==> config.mk <==
export PLATFORM = sky130hd
export DESIGN_NAME = div_issue_ctrl
export DESIGN_NICKNAME = d
export VERILOG_FILES = /design/src/rtl/div_pkg.sv /design/src/rtl/div_issue_ctrl.sv
export SDC_FILE = /design/constraint.sdc
export NUM_CORES = 1
export LEC_CHECK = 0
export ABC_CLOCK_PERIOD_IN_PS = 2300
export CAP_MARGIN = 20
export CORE_AREA = 2 2 86 88
export DETAILED_ROUTE_END_ITERATION = 16
export DIE_AREA = 0 0 88 90
export PLACE_DENSITY = 0.76
export RECOVER_POWER = 50
export SETUP_SLACK_MARGIN = 0.05
export SKIP_CTS_REPAIR_TIMING = 1
export SYNTH_ARGS = -nofsm -noshare
export SYNTH_HDL_FRONTEND = slang
export SYNTH_SLANG_ARGS = --single-unit
export TNS_END_PERCENT = 5
==> constraint.sdc <==
create_clock -name CLK -period 2.3 [get_ports CLK]
set_input_delay 0.69 -clock CLK [delete_from_list [all_inputs] [get_ports CLK]]
set_output_delay 0.69 -clock CLK [all_outputs]
set_load 0.01 [all_outputs]
==> src/rtl/div_pkg.sv <==
// Shared definitions for the divider issue controller: FSM states, response
// error codes and operand widths.
package div_pkg;

  typedef enum logic [1:0] {
    IDLE = 2'd0,
    LOAD = 2'd1,
    RUN  = 2'd2,
    RESP = 2'd3
  } state_e;

  localparam logic [1:0] ERR_OK   = 2'b00;
  localparam logic [1:0] ERR_DIVZ = 2'b01;
  localparam logic [1:0] ERR_OVF  = 2'b10;
  localparam logic [1:0] ERR_TMO  = 2'b11;

  localparam int DIVISOR_W  = 8;
  localparam int DIVIDEND_W = 16;

endpackage

==> src/rtl/div_issue_ctrl.sv <==
// Request/response front end for the 16/8 sequential divider core: screens
// operands, sequences the core reset/start, waits for Done with a timeout.
//
// state | meaning
// IDLE  | core held in reset, ready for a request
// LOAD  | core held in reset LOAD_CYCLES cycles with operands applied
// RUN   | core released, waiting for Done or timeout
// RESP  | response valid, held until rsp_ready
module div_issue_ctrl
  import div_pkg::*;
#(
  parameter int LOAD_CYCLES = 2,
  parameter int TIMEOUT     = 64
) (
  input  logic                  CLK,
  input  logic                  Reset,
  input  logic                  req_valid,
  output logic                  req_ready,
  input  logic [DIVISOR_W-1:0]  req_A,
  input  logic [DIVIDEND_W-1:0] req_B,
  output logic                  div_rst,
  output logic [DIVISOR_W-1:0]  div_A,
  output logic [DIVIDEND_W-1:0] div_B,
  input  logic [DIVISOR_W-1:0]  div_Q,
  input  logic [DIVISOR_W-1:0]  div_R,
  input  logic                  div_done,
  output logic                  rsp_valid,
  input  logic                  rsp_ready,
  output logic [DIVISOR_W-1:0]  rsp_Q,
  output logic [DIVISOR_W-1:0]  rsp_R,
  output logic [1:0]            rsp_err
);

  localparam logic [7:0] LOAD_LAST = 8'(LOAD_CYCLES - 1);
  localparam logic [7:0] TMO_LAST  = 8'(TIMEOUT - 1);

  state_e                  state_q, state_d;
  logic [7:0]              cnt_q, cnt_d;
  logic                    req_ready_q, req_ready_d;
  logic                    div_rst_q, div_rst_d;
  logic [DIVISOR_W-1:0]    div_a_q, div_a_d;
  logic [DIVIDEND_W-1:0]   div_b_q, div_b_d;
  logic                    rsp_valid_q, rsp_valid_d;
  logic [DIVISOR_W-1:0]    rsp_q_q, rsp_q_d;
  logic [DIVISOR_W-1:0]    rsp_r_q, rsp_r_d;
  logic [1:0]              rsp_err_q, rsp_err_d;

  always_ff @(posedge CLK or posedge Reset) begin
    if (Reset) begin
      state_q     <= IDLE;
      cnt_q       <= '0;
      req_ready_q <= 1'b0;
      div_rst_q   <= 1'b1;
      div_a_q     <= '0;
      div_b_q     <= '0;
      rsp_valid_q <= 1'b0;
      rsp_q_q     <= '0;
      rsp_r_q     <= '0;
      rsp_err_q   <= ERR_OK;
    end else begin
      state_q     <= state_d;
      cnt_q       <= cnt_d;
      req_ready_q <= req_ready_d;
      div_rst_q   <= div_rst_d;
      div_a_q     <= div_a_d;
      div_b_q     <= div_b_d;
      rsp_valid_q <= rsp_valid_d;
      rsp_q_q     <= rsp_q_d;
      rsp_r_q     <= rsp_r_d;
      rsp_err_q   <= rsp_err_d;
    end
  end

  always_comb begin
    state_d     = state_q;
    cnt_d       = cnt_q;
    req_ready_d = req_ready_q;
    div_rst_d   = div_rst_q;
    div_a_d     = div_a_q;
    div_b_d     = div_b_q;
    rsp_valid_d = rsp_valid_q;
    rsp_q_d     = rsp_q_q;
    rsp_r_d     = rsp_r_q;
    rsp_err_d   = rsp_err_q;
    unique case (state_q)
      IDLE: begin
        req_ready_d = 1'b1;
        div_rst_d   = 1'b1;
        if (req_valid && req_ready_q) begin
          req_ready_d = 1'b0;
          div_a_d     = req_A;
          div_b_d     = req_B;
          cnt_d       = '0;
          // Screened requests skip the core and answer on the next cycle.
          if (req_A == '0 || req_B[15:8] >= req_A) begin
            state_d     = RESP;
            rsp_valid_d = 1'b1;
            rsp_q_d     = '0;
            rsp_r_d     = '0;
            rsp_err_d   = (req_A == '0) ? ERR_DIVZ : ERR_OVF;
          end else begin
            state_d = LOAD;
          end
        end
      end
      LOAD: begin
        if (cnt_q == LOAD_LAST) begin
          state_d   = RUN;
          cnt_d     = '0;
          div_rst_d = 1'b0;
        end else begin
          cnt_d = cnt_q + 8'd1;
        end
      end
      RUN: begin
        if (div_done) begin
          state_d     = RESP;
          div_rst_d   = 1'b1;
          rsp_valid_d = 1'b1;
          rsp_q_d     = div_Q;
          rsp_r_d     = div_R;
          rsp_err_d   = ERR_OK;
        end else if (cnt_q == TMO_LAST) begin
          state_d     = RESP;
          div_rst_d   = 1'b1;
          rsp_valid_d = 1'b1;
          rsp_q_d     = '0;
          rsp_r_d     = '0;
          rsp_err_d   = ERR_TMO;
        end else begin
          cnt_d = cnt_q + 8'd1;
        end
      end
      RESP: begin
        if (rsp_ready) begin
          state_d     = IDLE;
          rsp_valid_d = 1'b0;
          req_ready_d = 1'b1;
        end
      end
      default: state_d = IDLE;
    endcase
  end

  assign req_ready = req_ready_q;
  assign div_rst   = div_rst_q;
  assign div_A     = div_a_q;
  assign div_B     = div_b_q;
  assign rsp_valid = rsp_valid_q;
  assign rsp_Q     = rsp_q_q;
  assign rsp_R     = rsp_r_q;
  assign rsp_err   = rsp_err_q;

endmodule
=== After elaboration in Yosys (flattened, before gate mapping) ===
Cells that the tools add are included.

* Register bits after elaboration: 55
* Input bits: 45

* Add/sub/neg operators: 1
* $lt $le $gt $ge: 1
* Eq/ne operators: 12
* Mux-type cells: 35
* Reduce and logical (&&, ||, !) cells: 15

{| class="wikitable"
|+ Operators with widths
! cell !! number
|-
| 2-to-1 mux 8 bit || 9
|-
| one-hot mux 8 bit (2 select lines) || 2
|-
| one-hot mux 8 bit (3 select lines) || 1
|-
| 2-to-1 mux 2 bit || 10
|-
| != test 2 bit (second input constant) || 6
|-
| AND reduction 4 bit || 3
|-
| adder 8 x 1 -> 8 bit (second input constant) || 1
|-
| == test 8 x 1 -> 1 bit (second input constant) || 1
|-
| == test 8 x 6 -> 1 bit (second input constant) || 1
|-
| >= comparator 8 bit || 1
|-
| logical NOT 8 bit || 1
|-
| 2-to-1 mux 1 bit || 8
|-
| one-hot mux 2 bit (4 select lines) || 1
|-
| one-hot mux 1 bit (3 select lines) || 2
|-
| nonzero test 3 bit || 2
|-
| AND reduction 5 bit || 1
|-
| == test 2 bit (second input constant) || 2
|-
| one-hot mux 2 bit (2 select lines) || 1
|-
| AND reduction 2 bit || 2
|-
| nonzero test 2 bit || 2
|-
| != test 3 bit (second input constant) || 1
|-
| AND reduction 3 bit || 1
|-
| == test 2 x 1 -> 1 bit (second input constant) || 1
|-
| logical NOT 2 bit || 1
|-
| 3 further kinds || 3
|}

=== Depth between registers and ports, before layout ===
Gate-level depths: netlist of run 1.

* Depth after elaboration: 5
* Gate-level depth with buffers: 8
* Mapped depth without buffers: 7

=== Worst setup path before layout of run 1 ===
OpenSTA, ideal clock, no wires.

* Path kind: in2reg
* Start point: input req_A[5]
* End point: register rsp_q_q[0] (netlist: rsp_Q[0])
* Library setup time: 0.125 ns
* Arrival time: 2.435 ns
* Slack: -0.260 ns
* Stages: 8
* Cells stage by stage: inv_1 ha_1 o21a_1 o211ai_1 a31o_2 a311oi_4 buf_8 mux2_4

* Word-level cells in the longest chain between the ends: 4
* Elaborated cells on any way between the ends: 5
* Classes of those cells: order compare: 1; eq/ne: 1; reduce/logical: 3

{| class="wikitable"
|+ RTL lines
! element !! RTL line !! RTL
|-
| start, declared || div_issue_ctrl.sv:19 || <nowiki>input logic [DIVISOR_W-1:0] req_A,</nowiki>
|-
| >= comparator 8 bit / logical NOT 8 bit (equally long branches) || div_issue_ctrl.sv:95 || <nowiki>if (req_A == '0 || req_B[15:8] >= req_A) begin</nowiki>
|-
| logical OR 1 bit * || div_issue_ctrl.sv:95 ||
|-
| != test 2 bit (no source line) * || - ||
|-
| AND reduction 4 bit (no source line) * || - ||
|-
| end signal, assigned || div_issue_ctrl.sv:68 || <nowiki>rsp_q_q <= rsp_q_d;</nowiki>
|-
| end, declared || div_issue_ctrl.sv:44 || <nowiki>logic [DIVISOR_W-1:0] rsp_q_q, rsp_q_d;</nowiki>
|}

Mark *: on every way between the ends. The rest lies on a longest branch, timed or not.
A chain may end at the register's enable or synchronous reset.

=== Worst setup path after layout of run 1 ===
* Start point: input req_A[5]
* End point: register rsp_r_q[5] (netlist: rsp_R[5])

* Word-level cells in the longest chain between the ends: 4
* Elaborated cells on any way between the ends: 5
* Classes of those cells: order compare: 1; eq/ne: 1; reduce/logical: 3

{| class="wikitable"
|+ RTL lines
! element !! RTL line !! RTL
|-
| >= comparator 8 bit / logical NOT 8 bit (equally long branches) || div_issue_ctrl.sv:95 ||
|-
| logical OR 1 bit * || div_issue_ctrl.sv:95 ||
|-
| != test 2 bit (no source line) * || - ||
|-
| AND reduction 4 bit (no source line) * || - ||
|-
| end signal, assigned || div_issue_ctrl.sv:69 || <nowiki>rsp_r_q <= rsp_r_d;</nowiki>
|-
| end, declared || div_issue_ctrl.sv:45 || <nowiki>logic [DIVISOR_W-1:0] rsp_r_q, rsp_r_d;</nowiki>
|}

Marks and branches as above.

==> summary.txt, run 1 <==
Run status
  – Outcome: completed

Job
  – Max-cap violations: 0

Synthesis
  – Post-synthesis sequential area ratio: approximately 50%
  – Post-synthesis register bit count: 55
  – Post-synthesis mux area share: 15.49%
  – Mean post-synth cell area: roughly 11 um2
  – Distinct cells, synth: 42
  – Ys Warns: 0
  – Ys flop type: dfrtp_1
  – Post-synthesis compound-gate area fraction: 11.99%
  – Post-Synth Simple-Gate Area: approximately an eighth
  – Syn Inst Count: about 240
  – Post-synth EDFFs: 0
  – XOR/XNOR share of the synthesized area: 0%
  – Fraction of registers with async set/reset: 100.0%
  – Largest family of logic cells by synthesized area: multiplexers
  – Syn Nets: 300
  – Mapped Area: around 0.0028 mm2
  – Synth Area in Adders: 6.358%

Final layout
  – Most frequent cells in the layout: clkdlybuf4s50_1, dfrtp_1, mux2_2, o21ai_0, nand2_1
  – Post-layout util: around 59%
  – Final nets: roughly 410
  – Area delta synth->final: 50.36%
  – Layout fillers: about 600
  – Commonest non-fill, non-tap cell in the layout: clkdlybuf4s50_1
  – Diodes inserted: 0
  – Share of cells above drive strength 1: approximately 27%
  – Fin cells: roughly 450

Pwr
  – P_int: about 3.3 mW
  – Pwr dens: roughly 1200 mW/mm2
  – Psw: 1.724 mW
  – Max VDD drop: between 0.5 and 0.6 mV
  – Pleak: 1.937 nW
  – Clk pwr share: between 10% and 20%
  – Tot Pwr: roughly 5 mW
  – Sw frac: between 30% and 40%
  – Flop pwr share: 32.5%
  – Gate power share: 54.5%

Timing
  – RSZ-0062 raised after global routing: false
  – Worst rel slew slack: ~17%
  – Final period utilization: between 90% and 100%
  – Hold violation count in the final report: 0
  – Clock Skew: between 0.015 and 0.02 ns
  – Worst Tran Pin Value: approximately 1.2 ns
  – Setup Viol. Count Final: 0
  – Post-route minimum period: approximately 2.2 ns
  – Max Freq: around 460 MHz
  – Slew Viols, Final: 0

Min path
  – HP Class: flip-flop to flip-flop

Floorplanning
  – Die footprint: around 0.0079 mm2
  – Die width: 88 um
  – Initial core utilization: 39.24%
  – Core area: approximately 0.007 mm2
  – Row count: 31
  – Ports: 90
  – Die H: approximately 90 um

Clock network
  – H-tree depth: 2
  – Clk root buf: clkbuf_8
  – Clock slew at reported path FFs: about 0.10 ns
  – CTS tree: yes
  – Clk sink count: 55
  – Clk_lat worst skew: 0.31 ns
  – Num CTS Buffers: 5
  – CTS Buffer Depth: 2

Route
  – Via count: 2256
  – Drt via density: just under 5
  – WL final: roughly 6.5 mm
  – TritonRoute pass-1 iters: 4
  – WL per Instance: 14.40 um
  – Drc violations: 0
  – Routed Antenna Nets: 0
  – Iteration-0 DRC count of the detailed router: 78

Critical path
  – WP data arrival: around 2.4 ns
  – WP data required: between 2 and 2.5 ns
  – Critical Path Fanout Max: 8
  – CP startpoint kind: primary input
  – CP Capture Type: flip-flop
  – Worst setup path class: primary input to flip-flop
  – R2r setup slk: 0.19 ns

Global route
  – Grt total ovfl: 0
  – Vias in the first global route: approximately 2400
  – First-pass GRT wire length: between 10 and 15 mm
  – Initial antenna violation count: 0
  – GRT Overall Usage: between 15 and 20%
  – Largest net degree at the start of global routing: between 50 and 60

Placement
  – GPL Wtd Cong: between 0.8 and 0.9
  – Detailed placement HPWL: 4.903 mm
  – Placed Cells: 443
  – Port bufs: slightly below 90
## flip-flops by register name, indices dropped and copies added, names as in the netlist
signal	cells
cnt_q	8
div_A	8
div_B	16
div_rst	1
req_ready	1
rsp_Q	8
rsp_R	8
rsp_err	2
rsp_valid	1
state_q	2
## worst max-delay path, stage by stage
cell,delay (ns)
buf_8,0.10
inv_12,0.03
ha_4,0.25
o21a_1,0.11
o211ai_1,0.10
a31o_4,0.24
a311oi_4,0.34
buf_6,0.21
mux2_4,0.30
## power groups by stage
stage	clock network (mW)	logic (mW)	registers [mW]
floorplan	0	1.21	1.80
global placement	0	2.60	1.64
detailed placement	0	2.66	1.66
CTS	0.670	2.67	1.64
global route	0.714	3.00	1.69
finish	0.655	2.74	1.63
## worst paths after layout
check                           start  cells past startpoint   endpoint
max                          req_A[5]                      9   rsp_R[5]
min                          div_A[2]                      2   div_A[2]
max reg2reg                state_q[0]                      9   rsp_R[5]
min reg2reg                  div_A[2]                      2   div_A[2]
max in group asynchronous       Reset                      3   cnt_q[2]
min in group asynchronous       Reset                      3  div_B[12]
## synthesized netlist by cell type (2+ instances only)
cell / number / area share (%)
dfrtp_1: 54 / 49
mux2_2: 25 / 10
o21ai_0: 22 / 4.0
nand2_1: 21 / 2.9
and3_1: 18 / 4.1
inv_1: 17 / 2.3
ha_1: 14 / 6.4
mux2_4: 9 / 4.9
nor2_1: 8 / 1.1
clkbuf_1: 6 / 0.82
a22o_1: 4 / 1.3
nand3_1: 4 / 0.73
a31o_2: 3 / 0.95
a211oi_1: 2 / 0.54
a31oi_1: 2 / 0.45
and2_1: 2 / 0.45
nor2b_1: 2 / 0.45
nor4_1: 2 / 0.45
o2111ai_1: 2 / 0.64
o31ai_1: 2 / 0.54
## per-stage QoR
step           instance area (um2)  setup TNS, ns  worst slack [ns]  hold slack, ns
6_report                      4143              0            0.1112          0.4944
4_1_cts                       4069         -7.129           -0.4255          0.4990
3_5_place_dp                  3958         -14.26           -0.7660          0.4738
3_3_place_gp                  3958         -13.25           -0.7074          0.4647
2_1_floorplan                 2810         -1.316           -0.1384          0.4941
5_1_grt                       4143              0           0.04126          0.5266
## cell type report
class	instances	area [um2]	area share [%]
Sequential cell	55	1378	33.25
Inverter	17	81.33	1.963
Tap cell	99	123.9	2.990
Clock buffer	6	72.57	1.752
Multi-Input combinational cell	162	1373	33.13
Clock inverter	2	38.79	0.9363
Timing Repair Buffer	113	1076	25.97
## layer usage
layer	wire length, um	track usage, %	up-vias	share of wire [%]
li1	-	-	1088	-
met1	2820	21.70	1079	43
met2	3080	27.59	78	47
met3	550	6.795	11	8.4
met4	84	4.744	0	1.3
met5	0	0	-	0
## kinds of logic after synthesis
group           count (synthesis)
simple gates                   66
flops                          55
compound gates                 47
mux                            35
buf+inv                        24
fa+ha+maj                      14
No activity file was read; power rests on OpenSTA's default activity.
==> run 2, diff against run 1 <==
--- a/config.mk
+++ b/config.mk
@@ -8,12 +8,14 @@
 export ABC_CLOCK_PERIOD_IN_PS = 2300
 export CAP_MARGIN = 20
 export CORE_AREA = 2 2 86 88
+export CTS_CLUSTER_SIZE = 24
 export DETAILED_ROUTE_END_ITERATION = 16
 export DIE_AREA = 0 0 88 90
 export PLACE_DENSITY = 0.76
 export RECOVER_POWER = 50
 export SETUP_SLACK_MARGIN = 0.05
 export SKIP_CTS_REPAIR_TIMING = 1
+export SKIP_LAST_GASP = 1
 export SYNTH_ARGS = -nofsm -noshare
 export SYNTH_HDL_FRONTEND = slang
 export SYNTH_SLANG_ARGS = --single-unit
==> results of run 2 <==
Final layout, timing and power as in run 1 (identical DEF).
==> run 3, diff against run 2 <==
--- a/config.mk
+++ b/config.mk
@@ -5,13 +5,14 @@
 export SDC_FILE = /design/constraint.sdc
 export NUM_CORES = 1
 export LEC_CHECK = 0
+export ABC_AREA = 1
 export ABC_CLOCK_PERIOD_IN_PS = 2300
 export CAP_MARGIN = 20
-export CORE_AREA = 2 2 86 88
+export CORE_AREA = 2 2 88 90
 export CTS_CLUSTER_SIZE = 24
 export DETAILED_ROUTE_END_ITERATION = 16
-export DIE_AREA = 0 0 88 90
-export PLACE_DENSITY = 0.76
+export DIE_AREA = 0 0 90 92
+export PLACE_DENSITY = 0.75
 export RECOVER_POWER = 50
 export SETUP_SLACK_MARGIN = 0.05
 export SKIP_CTS_REPAIR_TIMING = 1
==> run 3 against run 2 <==
Flip-flop and latch count stayed put. Register-to-register slack better by 0.19 ns. Clock-buffer cell count stayed put. Worst hold slack worse by 0.0023 ns. Sequential share of layout area hardly changed. Critical path depth is 1 higher. Combinational power is 3% lower. Fmax is 3.7% higher. Critical endpoint is now rsp_err[0].
==> summary.txt, run 3 <==
Clock network
  – Clk root buf: clkbuf_8
  – H-tree depth: 2
  – Clock slew at reported path FFs: roughly 0.10 ns
  – Clk sink count: 55
  – CTS Buffer Depth: 2
  – Num CTS Buffers: 5
  – CTS tree: yes
  – Clk_lat worst skew: about 0.31 ns

Pwr
  – Clk pwr share: between 10% and 20%
  – Max VDD drop: 0.4752 mV
  – Flop pwr share: 33.0%
  – Psw: ~1.9 mW
  – Sw frac: roughly 38%
  – Pwr dens: roughly 1200 mW/mm2
  – Pleak: between 2 and 2.5 nW
  – Tot Pwr: 4.944 mW
  – Gate power share: between 50% and 60%
  – P_int: a little over 3 mW

Final layout
  – Max reg flops: 16
  – Final instance area: between 0.004 and 0.005 mm2
  – Diodes inserted: 0
  – Layout fillers: between 600 and 700
  – Most frequent cells in the layout: nand2_1, clkdlybuf4s50_1, dfrtp_1, inv_1, nor2_1
  – Area delta synth->final: 45.43%
  – Final nets: between 400 and 500
  – Multi-input gate area: ~0.0013 mm2
  – Share of cells above drive strength 1: 13.21%
  – Fin cells: around 540
  – Commonest non-fill, non-tap cell in the layout: nand2_1
  – FF/Latch Area: around 0.0014 mm2

Synthesis
  – Post-synthesis mux area share: approximately 6.3%
  – Distinct cells, synth: 26
  – Synth Area in Adders: a little over 6%
  – Mapped Area: around 0.0028 mm2
  – Dominant cell type by area after synthesis: dfrtp_1
  – Syn Nets: 397
  – Top post-synthesis cells by count: nand2_1, dfrtp_1, inv_1
  – XOR/XNOR share of the synthesized area: 0%
  – Share of the synthesized area in the top cell type: 47.45%
  – Top cells by area, synth: dfrtp_1, nand2_1, mux2_2, ha_1, inv_1
  – Ys flop type: dfrtp_1
  – Mean post-synth cell area: around 8.4 um2
  – Largest family of logic cells by synthesized area: simple AND/OR/NAND/NOR gates
  – Post-synthesis compound-gate area fraction: under 10%
  – Post-synthesis register bit count: 55
  – Post-synth EDFFs: 0
  – Syn Inst Count: approximately 340
  – Ys Warns: 0
  – Fraction of registers with async set/reset: 100.0%
  – Post-synthesis sequential area ratio: between 40% and 50%
  – Most common cell in the synthesized netlist: nand2_1
  – Post-Synth Simple-Gate Area: about 25%

Timing
  – Worst rel slew slack: a little under an eighth
  – Clock Skew: around 0.013 ns
  – Post-route minimum period: 2.111 ns
  – Max Freq: ~470 MHz
  – Hold violation count in the final report: 0
  – Worst Tran Pin Value: ~1.3 ns
  – WHS: ~0.49 ns
  – RSZ-0062 raised after global routing: false
  – Final period utilization: 91.79%
  – Final Worst Setup Slack: roughly 0.19 ns
  – Slew Viols, Final: 0
  – Setup Viol. Count Final: 0

Placement
  – DP Worst Slack: -0.2696 ns
  – GPL Wtd Cong: between 0.8 and 0.9
  – Port bufs: 89
  – Placed Cells: ~530
  – Detailed placement HPWL: 4.890 mm
  – Placed Area: between 0.003 and 0.004 mm2

Floorplanning
  – Die footprint: between 0.008 and 0.009 mm2
  – Core area: roughly 0.0074 mm2
  – Die width: 90 um
  – Ports: 90
  – Initial core utilization: 38.24%
  – Row count: 32
  – Die H: ~90 um

Global route
  – Busiest grt layer: met2
  – Largest net degree at the start of global routing: 33
  – Initial antenna violation count: 0
  – GRT Overall Usage: 16.17%
  – First-pass GRT wire length: between 10 and 15 mm
  – Grt total ovfl: 0
  – M3 GR Usage: under 10%
  – GR Layer Usage met1: 20.69%
  – Vias in the first global route: roughly 2400
  – M2 GR Usage: between 20 and 30%

Route
  – Routed Antenna Nets: 0
  – Drc violations: 0
  – Drt via density: 4.677
  – Iteration-0 DRC count of the detailed router: between 100 and 150
  – TritonRoute pass-1 iters: 4
  – Via count: about 2500
  – WL final: between 6 and 7 mm
  – WL per Instance: about 13 um

Critical path
  – WP data arrival: ~2.4 ns
  – CP max stage cell: clkdlybuf4s50_1
  – WP data required: between 2 and 3 ns
  – CP Capture Type: flip-flop
  – CP startpoint kind: primary input
  – Critical Path Fanout Max: 5
  – Max incr delay on CP: ~0.5 ns
  – Most used cell, CP: nand2_1
  – Critical Path, Cell by Cell: clkdlybuf4s50_1 -> ha_1 -> nand2_1 -> nor2_2 -> nand2_1 -> nand4_1 -> o21bai_4 -> clkbuf_16 -> nand2_1 -> nand2_1
  – Worst setup path class: primary input to flip-flop

Min path
  – HP Class: flip-flop to flip-flop

Run status
  – Outcome: completed

Job
  – Max-cap violations: 0
## run 3: cell count changes in the layout (fill, tap and decap cells not counted), sizes merged, moves of 5 or more
cell / delta
dlymetal6s2s: +8
mux2: -18
nand3: +27
a21oi: +5
buf: -20
inv: +32
nor2: +26
o21ai: -6
nand2: +71
and3: -19
## run 3: worst paths after layout
path	from	end	slack (ns)	depth (start not counted)
min in group asynchronous	Reset	rsp_Q[1]	0.90	3
setup reg to reg	state_q[0]	div_B[7]	0.38	5
hold / removal	rsp_valid	rsp_valid	0.49	2
hold reg to reg	rsp_valid	rsp_valid	0.49	2
setup / recovery	req_B[12]	rsp_err[0]	0.19	10
max in group asynchronous	Reset	div_B[9]	0.39	3
## run 3: power by group through the flow
| stage | Combinational (mW) | Clock, mW | Sequential (mW) |
|---|---|---|---|
| finish | 2.67 | 0.640 | 1.63 |
| global route | 2.94 | 0.697 | 1.69 |
| CTS | 2.61 | 0.664 | 1.63 |
| detailed placement | 2.60 | 0 | 1.65 |
| global placement | 2.53 | 0 | 1.64 |
| floorplan | 1.22 | 0 | 1.80 |
## run 3: layer usage
layer	vias to the layer above	wire, um
met3	4	390
met2	82	3469
met4	0	44
li1	1259	-
met1	1185	2925
met5	-	0
## run 3: metrics by stage
step	util (%)	TNS [ns]
after floorplan	-	0
after global placement	52.65	-3.880
after detailed placement	52.65	-4.893
after CTS	54.15	0
after global routing	55.61	0
final	55.61	0
## run 3: critical path, delay by kind of cell
| family | cells | cell delay, ns |
|---|---|---|
| AO/OA/AOI/OAI | 1 | 0.28 |
| buffers and inverters | 2 | 0.67 |
| adder cells (fa/ha/maj) | 1 | 0.23 |
| AND/OR/NAND/NOR | 6 | 0.49 |
## run 3: area by class of cell
| type | count | share of cell area (%) |
|---|---|---|
| clock buffers | 6 | 1.752 |
| clock inverters | 2 | 0.9366 |
| inverters | 49 | 4.441 |
| multi-input cells | 226 | 31.42 |
| flip-flops and latches | 55 | 33.26 |
| well taps | 102 | 3.082 |
| repair buffers | 101 | 25.11 |
## run 3: cells by family after synthesis
family / after synthesis
buffers and inverters: 57
DFF: 55
AOI/OAI and AO/OA: 30
and+or+nand+nor: 166
adders and majority gates: 14
muxes: 16
==> RTL edit: new RTL, flow settings as in run 2 <==
Re-encode `state_e` (4 states) as one-hot, 4 bits wide.
--- a/src/rtl/div_pkg.sv
+++ b/src/rtl/div_pkg.sv
@@ -3,9 +3,9 @@
 package div_pkg;
 
-  typedef enum logic [1:0] {
-    IDLE = 2'd0,
-    LOAD = 2'd1,
-    RUN  = 2'd2,
-    RESP = 2'd3
+  typedef enum logic [3:0] {
+    IDLE = 4'b0001,
+    LOAD = 4'b0010,
+    RUN  = 4'b0100,
+    RESP = 4'b1000
   } state_e;
 
Check against the original RTL: no difference found for any inputs over 10 cycles, from zero or initial values and one cycle with Reset high; not proved beyond that.
==> RTL edit against run 2 <==
  * Sequential share of layout area grew 0.98 points
  * Cell area grew 0.85%
  * Final cell count fell by 2.2%
  * Worst hold slack gained 0.0025 ns
  * Wire length is 6.3% higher
  * Sequential cell count is 2 higher
  * Clock skew fell by 0.0083 ns
  * Setup slack worse by 0.031 ns
  * Highest routed layer unchanged
  * Area after synthesis is 2.0% lower
  * Via count is 1.3% lower
  * Largest cell class unchanged
  * Power up 1.5%
  * Count of clock-buffer cells in the layout rose by 4
==> RTL edit: results (changes against run 2) <==
.. list-table::
   :header-rows: 1

   * - Metric
     - Value
   * - R2r endpoint
     - rsp_valid
   * - Cell count of the worst reg-to-reg path
     - 6 (-3)
   * - Cell types with the largest area share after synthesis
     - sky130_fd_sc_hd__dfrtp_1 (51%), sky130_fd_sc_hd__mux2_2 (9.2%), sky130_fd_sc_hd__a22o_1 (5.2%)
   * - CP max FO
     - 3 (-5)
   * - Clock skew
     - 0.00791 ns (-0.00826 ns)
   * - Wire length of the first global-routing pass
     - 11000 µm (+0.82%)
   * - Largest stage delay on the critical path
     - 0.59 ns (+0.25 ns)
   * - Cells after DPL
     - 425 (-4.1%)
   * - Maximum resistive drop on vdd
     - 639 µV (+14%)
   * - Maximum number of pins on one net before global-route repair
     - 27 (-52%)
   * - Worst hold path cell count
     - 1 (-1)
   * - WHS
     - 0.497 ns (+0.00252 ns)
   * - Endpoint of the worst hold-timing path
     - div_B[5]
   * - Synth Area in Compound Gates
     - 0.129 (+0.00946)
   * - Via count of the first global-routing pass
     - 2294 (-5.0%)
   * - Arithmetic-cell share of the synthesized area counting full adders, half adders and majority gates
     - 0.0464 (-0.0172)
   * - Xor/xnor share of the synthesized area
     - 0.0130 (+0.0130)
   * - Combined global-route utilization of all metal layers
     - 0.176 (+0.00332)
   * - Total nets after synthesis
     - 273 (-9.0%)
   * - Mux share of post-synthesis cell area
     - 0.113 (-0.0422)
   * - Layout cells sized above 1
     - 0.290 (+0.0194)
   * - Final HPWL DP
     - 5010 µm (+2.2%)
   * - Remaining max-slew budget at the tightest pin
     - 0.466 (+0.291)
   * - Avg Inst Size Synth
     - 12.4 µm² (+8.3%)
   * - Leakage power summed over all cells
     - 1.91 nW (-1.2%)
   * - DRT Wirelength
     - 6950 µm (+6.3%)
   * - Clock latency of the later-clocked register in the worst-skew pair
     - 0.34 ns (+0.03 ns)
   * - Iteration-0 DRC count of the detailed router
     - 199 (+160%)
   * - Depth of the CTS H-tree
     - 3 (+1)
   * - DP Worst Slack
     - -0.760 ns (+0.00603 ns)
   * - Slack of the worst reg-to-reg path
     - 0.09 ns (-0.10 ns)
   * - Result of the run
     - finished clean
   * - Ranking of synthesized cells by instance count
     - sky130_fd_sc_hd__dfrtp_1 (55), sky130_fd_sc_hd__mux2_2 (22), sky130_fd_sc_hd__a22o_1 (16), sky130_fd_sc_hd__nor2_1 (13)
   * - Clock transition at the registers of the reported paths
     - 0.06 ns (-0.04 ns)
   * - Crit Reg-Reg Startpoint
     - cnt_q[0]
   * - Arrival time reported for the critical path endpoint
     - 2.44 ns (+0.06 ns)
   * - Worst min-delay path startpoint
     - div_B[5]
   * - Cell at the slowest stage of the critical path
     - sky130_fd_sc_hd__clkdlybuf4s50_1
   * - Total clock buffers created by CTS
     - 9 (+4)
==> RTL edit: cell count changes after synthesis, sizes merged, moves of 6 or more <==
cell,run 2,this run
mux2,34,27
o21ai,22,6
a22o,4,16
nand2,22,6
a21oi,1,9
buf,1,8
and3,19,5
nor2,8,14
inv,17,10
==> RTL edit: how the worst max path moves through the flow <==
stage	depth (start not counted)	end	slack [ns]	start
2_1_floorplan	7	rsp_err[0]	-0.05	req_B[13]
3_3_place_gp	9	rsp_R[6]	-0.67	req_A[5]
3_5_place_dp	9	rsp_Q[3]	-0.76	req_A[5]
4_1_cts	9	rsp_Q[2]	-0.40	req_A[5]
5_1_grt	8	rsp_err[0]	0.004	req_A[4]
6_report	5	rsp_valid	0.08	div_done
==> RTL edit: logic make-up after synthesis <==
logic type / count (synthesis)
AOI/OAI and AO/OA: 46
xor gates and xnor gates: 4
adders and majority gates: 10
buffers and inverters: 20
DFF: 57
muxes: 27
and+or+nand+nor: 54
==> RTL edit: layout make-up <==
| class | instances | area, µm² |
|---|---|---|
| fillers | 582 | 2840 |
| repair buffers | 121 | 1140 |
| clock inverters | 6 | 57.6 |
| well taps | 99 | 124 |
| inverters | 10 | 42.5 |
| clock buffers | 10 | 138 |
| multi-input cells | 141 | 1240 |
| flip-flops and latches | 57 | 1430 |
==> RTL edit: routing by layer <==
metal / track usage / routed length (µm) / up-vias
met5: 0 / 0 / -
met4: 0.0590 / 106 / 0
met3: 0.0505 / 387 / 9
met2: 0.270 / 3360 / 73
met1: 0.239 / 3090 / 1094
li1: - / - / 1051
==> RTL edit: worst max-delay path: cells and delay by family <==
family                 cells  cell delay [ns]
AOI/OAI and AO/OA          2             0.28
buffers and inverters      1             0.59
and+or+nand+nor            2             0.88
==> RTL edit: power breakdown <==
part | internal (mW) | switching [mW] | total, mW
sequential | 1.44 | 0.278 | 1.72
combinational | 1.44 | 1.01 | 2.45
clock | 0.521 | 0.410 | 0.932
total | 3.40 | 1.70 | 5.11
==> RTL edit: metrics by stage <==
| step | utilization | power [mW] | cell area [µm²] | setup TNS [ns] |
|---|---|---|---|---|
| floorplan | - | 2.94 | 2730 | -0.110 |
| global placement | 0.557 | 4.14 | 3910 | -13.65 |
| detailed placement | 0.557 | 4.21 | 3910 | -15.28 |
| CTS | 0.585 | 5.16 | 4110 | -7.47 |
| global route | 0.595 | 5.39 | 4180 | 0 |
| finish | 0.595 | 5.11 | 4180 | 0 |
